### config.mk
export PLATFORM = sky130hd
export DESIGN_NAME = reg_write_sink
export DESIGN_NICKNAME = d
export VERILOG_FILES = /design/src/rtl/reg_write_sink.sv
export SDC_FILE = /design/constraint.sdc
export NUM_CORES = 2
export LEC_CHECK = 0
export ABC_CLOCK_PERIOD_IN_PS = 5100
export BUFFER_PORTS_ARGS = -buffer_cell sky130_fd_sc_hd__buf_2
export CORE_ASPECT_RATIO = 1.25
export CORE_MARGIN = 5
export CORE_UTILIZATION = 55
export DETAILED_ROUTE_END_ITERATION = 7
export HOLD_SLACK_MARGIN = 0.06
export PLACE_DENSITY = 0.81
export SYNTH_ARGS = -nofsm -noshare
export SYNTH_HDL_FRONTEND = slang
export SYNTH_SLANG_ARGS = --single-unit
### constraint.sdc
create_clock -name clk -period 5.1 [get_ports clk]
set_input_delay 1.02 -clock clk [delete_from_list [all_inputs] [get_ports clk]]
set_output_delay 1.02 -clock clk [all_outputs]
set_load 0.03 [all_outputs]
### src/rtl/reg_write_sink.sv
// reg_write_sink: queued register writes to a downstream device, with a shadow
// register file, readback port and sticky interrupt vector.
module reg_write_sink #(
   parameter int FIFO_DEPTH = 4,
   parameter int INT_WIDTH  = 32
) (
   input  logic                 clk,
   input  logic                 rst,
   input  logic [5:0]           in_reg_addr,
   input  logic [31:0]          in_reg_data,
   input  logic                 in_reg_stb,
   output logic                 in_reg_busy,
   input  logic [INT_WIDTH-1:0] in_clear_ints,
   input  logic [INT_WIDTH-1:0] int_set,
   output logic [INT_WIDTH-1:0] pending_ints,
   output logic [5:0]           dev_addr,
   output logic [31:0]          dev_data,
   output logic                 dev_valid,
   input  logic                 dev_ready,
   input  logic [5:0]           rd_addr,
   output logic [31:0]          rd_data,
   output logic                 overflow
);
   localparam int AW = $clog2(FIFO_DEPTH);
   typedef enum logic {S_EMPTY, S_PRESENT} state_t;
   state_t state_q, state_d;
   logic [37:0] mem_q [FIFO_DEPTH];
   logic [31:0] shadow_q [64];
   logic [AW-1:0] wr_ptr_q, wr_ptr_d, rd_ptr_q, rd_ptr_d;
   logic [AW:0] count_q, count_d;
   logic [5:0] dev_addr_q;
   logic [31:0] dev_data_q, rd_data_q;
   logic [INT_WIDTH-1:0] pend_q, pend_d;
   logic busy_q, busy_d, overflow_q, push, pop;
   logic [37:0] head_d;
   always_comb begin
      pop      = (state_q == S_PRESENT) && dev_ready;
      push     = in_reg_stb && !busy_q;
      count_d  = count_q + {{AW{1'b0}}, push} - {{AW{1'b0}}, pop};
      wr_ptr_d = push ? wr_ptr_q + 1'b1 : wr_ptr_q;
      rd_ptr_d = pop ? rd_ptr_q + 1'b1 : rd_ptr_q;
      state_d  = (count_d != '0) ? S_PRESENT : S_EMPTY;
      busy_d   = count_d == (AW+1)'(FIFO_DEPTH);
      // queue drains to empty this edge: the incoming write becomes head directly
      head_d   = (count_q == {{AW{1'b0}}, pop}) ? {in_reg_addr, in_reg_data} : mem_q[rd_ptr_d];
      pend_d   = (pend_q & ~in_clear_ints) | int_set;
      pend_d[INT_WIDTH-1] = (count_d == '0);
   end
   always_ff @(posedge clk) begin
      if (rst) begin
         wr_ptr_q   <= '0;
         rd_ptr_q   <= '0;
         count_q    <= '0;
         state_q    <= S_EMPTY;
         dev_addr_q <= '0;
         dev_data_q <= '0;
         busy_q     <= 1'b0;
         overflow_q <= 1'b0;
         pend_q     <= {1'b1, {(INT_WIDTH-1){1'b0}}};
         rd_data_q  <= '0;
         for (int i = 0; i < 64; i++) shadow_q[i] <= '0;
      end else begin
         if (push) mem_q[wr_ptr_q] <= {in_reg_addr, in_reg_data};
         if (pop) shadow_q[dev_addr_q] <= dev_data_q;
         if (state_d == S_PRESENT) {dev_addr_q, dev_data_q} <= head_d;
         wr_ptr_q   <= wr_ptr_d;
         rd_ptr_q   <= rd_ptr_d;
         count_q    <= count_d;
         state_q    <= state_d;
         busy_q     <= busy_d;
         overflow_q <= overflow_q | (in_reg_stb && busy_q);
         pend_q     <= pend_d;
         rd_data_q  <= shadow_q[rd_addr];
      end
   end
   assign in_reg_busy  = busy_q;
   assign dev_valid    = (state_q == S_PRESENT);
   assign dev_addr     = dev_addr_q;
   assign dev_data     = dev_data_q;
   assign rd_data      = rd_data_q;
   assign overflow     = overflow_q;
   assign pending_ints = pend_q;
endmodule

Word-level counts from Yosys, hierarchy flattened --
Memory sizes are Yosys's and may differ from the RTL's. A register that Yosys moved wholly into a read port is not among the register bits. Cells that the tools add are included. W data, S select, Z words.
Cells by class: eq/ne operators 2, reductions and logical operators 7, mux-type cells 14, bitwise gates (word level) 4, add/sub/neg operators 4
Operators with widths (count):
- $mux W38 | 1
- $mux W32 | 1
- $reduce_or A32 Y1 | 1
- $and A31 B31 Y31 | 1
- $not A31 Y31 | 1
- $or A31 B31 Y31 | 1
- $mux W1 | 10
- $mux W6 | 1
- $add A2 B1 Y2 const B | 2
- $add A3 B1 Y3 | 1
- $eq A3 B1 Y1 | 1
- $eq A3 B3 Y1 const B | 1
- $logic_and A1 B1 Y1 | 3
- $logic_not A3 Y1 | 1
- $reduce_bool A3 Y1 | 1
- $sub A3 B1 Y3 | 1
- $mux W2 | 1
- $logic_not A1 Y1 | 1
- $or A1 B1 Y1 | 1
Storage, ports and cells: input bits 112, bits in registers 80, memory bits (writable) 2200, output and inout port bits 105, memories kept 2, logic and storage cells 42
Memories:
- shadow_q | words 64, bits a word 32, read ports 1, clocked after memory_dff 1, wr ports 64, line 28 | logic [31:0] shadow_q [64];
- mem_q | words 4, bits a word 38, read ports 1, clocked after memory_dff 0, wr ports 1, line 27 | logic [37:0] mem_q [FIFO_DEPTH];

Logic depth before layout (Yosys ltp) --
word-level depth 6, gate-level depth with buffers 13, mapped depth without buffers 10

Least setup slack after synthesis --
No wires, ideal clock.
kind input to register, from in rst, to mem shadow_q[43][0], enable pin, data required time 4.634 ns, path slack 0.350 ns, path buffers 2, setup time 0.466 ns, arrival 4.284 ns, cell stages on the path 5, cells stage by stage clkbuf_1 > nor3_1 > nand3_1 > clkbuf_1 > o21ai_0
RTL lines:
- start, declared | line 8 | input logic rst,
- end, declared | line 28

==> impl_metrics.ini <==
[critical_path]
path_common_cell = buf_4
cp.arrival_ps = 4310
crit_family = flip-flops
r2r_end = shadow_q[63][19]
regToRegSetupSlack_ps = 1320
cp_num_cells = 4
reg2reg_depth = 4
crit_path_start_kind = flip-flop
end_kind = flip-flop
cp_slowest_cell = dfxtp_1
crit_path_max_incr_delay_ps = 1000
crit_type = flip-flop to flip-flop
cp.buffers_inverters = 2
rr_startpoint = dev_addr[5]
crit_path_max_fanout = 19
cp.required_ps = 5630
startpoint = dev_addr[5]
crit_end = shadow_q[63][19]
path_cells = nand3_1 -> buf_4 -> o21ai_4 -> buf_4

[routing]
routed_wl_microns = 287000
top_layer = met5
first_iter_violations = 8630
ant_nets = 0
wl_per_cell_microns = 31.3
met3_wirelength_microns = 38000
vias = 59000
firstDrtPassIters = 6
viasPerCell = 6.43
drc = 0
routed-wl-met2_microns = 134000
wl_met1_microns = 97300

[sta]
fin_ws_ps = 1320
tightest_slew_ps = 1290
slew_viol_final = 0
period_needed_ps = 3780
timing.setup.tns_ps = 0
clock.fmax_ghz = 0.265
setup_viol_count_final = 0
hold_ws_ps = 358
slew_headroom_pct = 13.8
hold_viol = 0
clock_skew_ps = 35.2
rsz0062_at_grt = false
finalCritPeriodShare_pct = 74.1

[placement]
dpl.hpwl_microns = 170000
gp_congestion = 0.920
place_ws_ps = 857
dp_cells = 8782
io_buffers = 214

[global_routing]
grt_max_degree = 78
grt_util_all_layers_pct = 29.3
grt_pass1_wl_microns = 415000
antenna_found_initial = 21
grt_pass1_vias = 59700
overflow = 0

[floorplan]
fp.coreArea_sq_um = 186000
ios = 217
initial_utilization_pct = 55.3
die_w_microns = 397
dieArea_sq_um = 196000
fp.dieH_microns = 493
fp-row-count = 177

[yosys]
synth_compound_area_share_pct = 2.03
netlist_instances = 6516
ys_types = 58
synth_top_family_by_area = multiplexers
synth_fa_ha_area_share_pct = 0.0803
synthMuxAreaShare_pct = 14.3
synth_edf_count = 2200
yosys.area_share.simple_pct = 13.9
synth.ff_latch_count = 2312
synth-main-ff-cell = edfxtp_1
synth_nets = 6634
syn_area_per_cell_sq_um = 15.8
synth_xor_area_share_pct = 0.0596
ys_seq_area_share_pct = 66.4
synthArstFlopShare_pct = 0
ys_warn_count = 0
netlist_area_sq_um = 103000

[cells_and_area]
mostFrequentLayoutCells = edfxtp_1 (2200), and2_1 (2051), mux4_2 (566)
final_cells = 9173
drive_above_1_share_pct = 23.2
nets = 6695
nFillCells = 12800
areaGrowthSynthToFinish_pct = 10.9
final_common_cell = edfxtp_1

[power_and_ir_drop]
ir_drop_uv = 596
switchingPower_mw = 13.1
powerDensity_nw_per_um2 = 397
p_int_mw = 32.2
seq_power_share_pct = 49.1
swShare_pct = 28.9
power_leakage_nw = 41.6
clockPowerShare_pct = 34.3
comb_power_share_pct = 16.6

[clocking]
root_buffer = clkbuf_16
ctsHoldBuffers = 0
clock-sinks = 2312
path_clk_slew_ps = 70
htreeDepth = 4
clock_path_buffers = 3
cts-buffers-inserted = 209
cts_resized = 0
postCtsSetupBuffers = 0
cts_tree = yes
clk_latency_ps = 880

[flow_run]
max_cap_viol_count = 0

[worst_hold_path]
hp-class = input port to flip-flop
worstHoldPathCells = 3

[run_status]
outcome = complete, no violations
## cell usage after synthesis (15+ instances only)
master	instances	area share, %
dfxtp_1	112	2.2
mux4_2	566	12
buf_2	53	0.26
a22oi_1	16	0.12
o21ai_1	19	0.092
o22ai_1	22	0.13
clkbuf_1	509	1.9
mux2i_1	171	1.7
a32oi_1	22	0.19
o21ai_0	71	0.35
and2_1	2051	12
buf_6	36	0.39
a21oi_1	60	0.29
nor2_1	186	0.68
buf_4	47	0.34
nand2_1	110	0.40
mux2_2	22	0.24
nand3_1	15	0.073
a211oi_1	41	0.30
edfxtp_1	2200	64
inv_1	39	0.14
## sequential cells by signal, summed over array words and instances, names as in the netlist
register	count
shadow_q	2048
dev_data	32
wr_ptr_q	2
count_q	3
dev_addr	6
rd_ptr_q	2
rd_data	32
dev_valid	1
overflow	1
mem_q	152
pending_ints	32
in_reg_busy	1
## worst min path at each step
stage,startpoint,end,slack (ps)
final,int_set[4],pending_ints[4],360
after global routing,int_set[24],pending_ints[24],350
after CTS,int_set[28],pending_ints[28],310
after detailed placement,overflow,overflow,450
after global placement,overflow,overflow,460
after floorplan,count_q[2],count_q[2],520
## power groups by stage
stage	clock, mW	sequential, mW	combinational [mW]
2_1_floorplan	0	22.7	4.02
3_3_place_gp	0	22.5	7.21
3_5_place_dp	0	22.6	7.37
4_1_cts	15.6	22.2	7.40
5_1_grt	16.4	22.3	7.85
6_report	15.5	22.2	7.52
## through the flow
step | cell area, sq um | power (mW) | util (%)
2_1_floorplan | 103000 | 26.7 | -
3_3_place_gp | 107000 | 29.7 | 57.7
3_5_place_dp | 107000 | 30.0 | 57.7
4_1_cts | 114000 | 45.2 | 61.3
5_1_grt | 114000 | 46.5 | 61.3
6_report | 114000 | 45.2 | 61.3
## layer usage
| layer | vias to the layer above | track usage [%] |
|---|---|---|
| met2 | 4205 | 45.5 |
| met1 | 30000 | 37.5 |
| li1 | 24000 | - |
| met5 | - | 0 |
| met3 | 759 | 8.95 |
| met4 | 12 | 15.8 |
## final cells by class
cell class              count  area [sq um]  share of cell area (%)
flip-flops and latches   2312         68300                    59.9
multi-input cells        3509         32200                    28.3
clock inverters           131          1200                    1.05
inverters                  40           158                   0.138
repair buffers            505          3570                    3.13
diodes                      7          17.5                  0.0154
well taps                2416          3020                    2.65
clock buffers             253          5480                    4.80
## kinds of logic (layout without fill, tap and decap cells)
kind of cell,count (synthesis),count (layout)
AOI/OAI and AO/OA,321,321
xor gates and xnor gates,7,7
buffers and inverters,695,929
adders and majority gates,6,6
other,0,7
and+or+nand+nor,2412,2412
muxes,763,763
DFF,2312,2312
## tightest hold or removal path, stage by stage
cell     delay, ps
buf_2           70
a21oi_1         30
nor2_1          60
(Power assumes the default switching activity.)
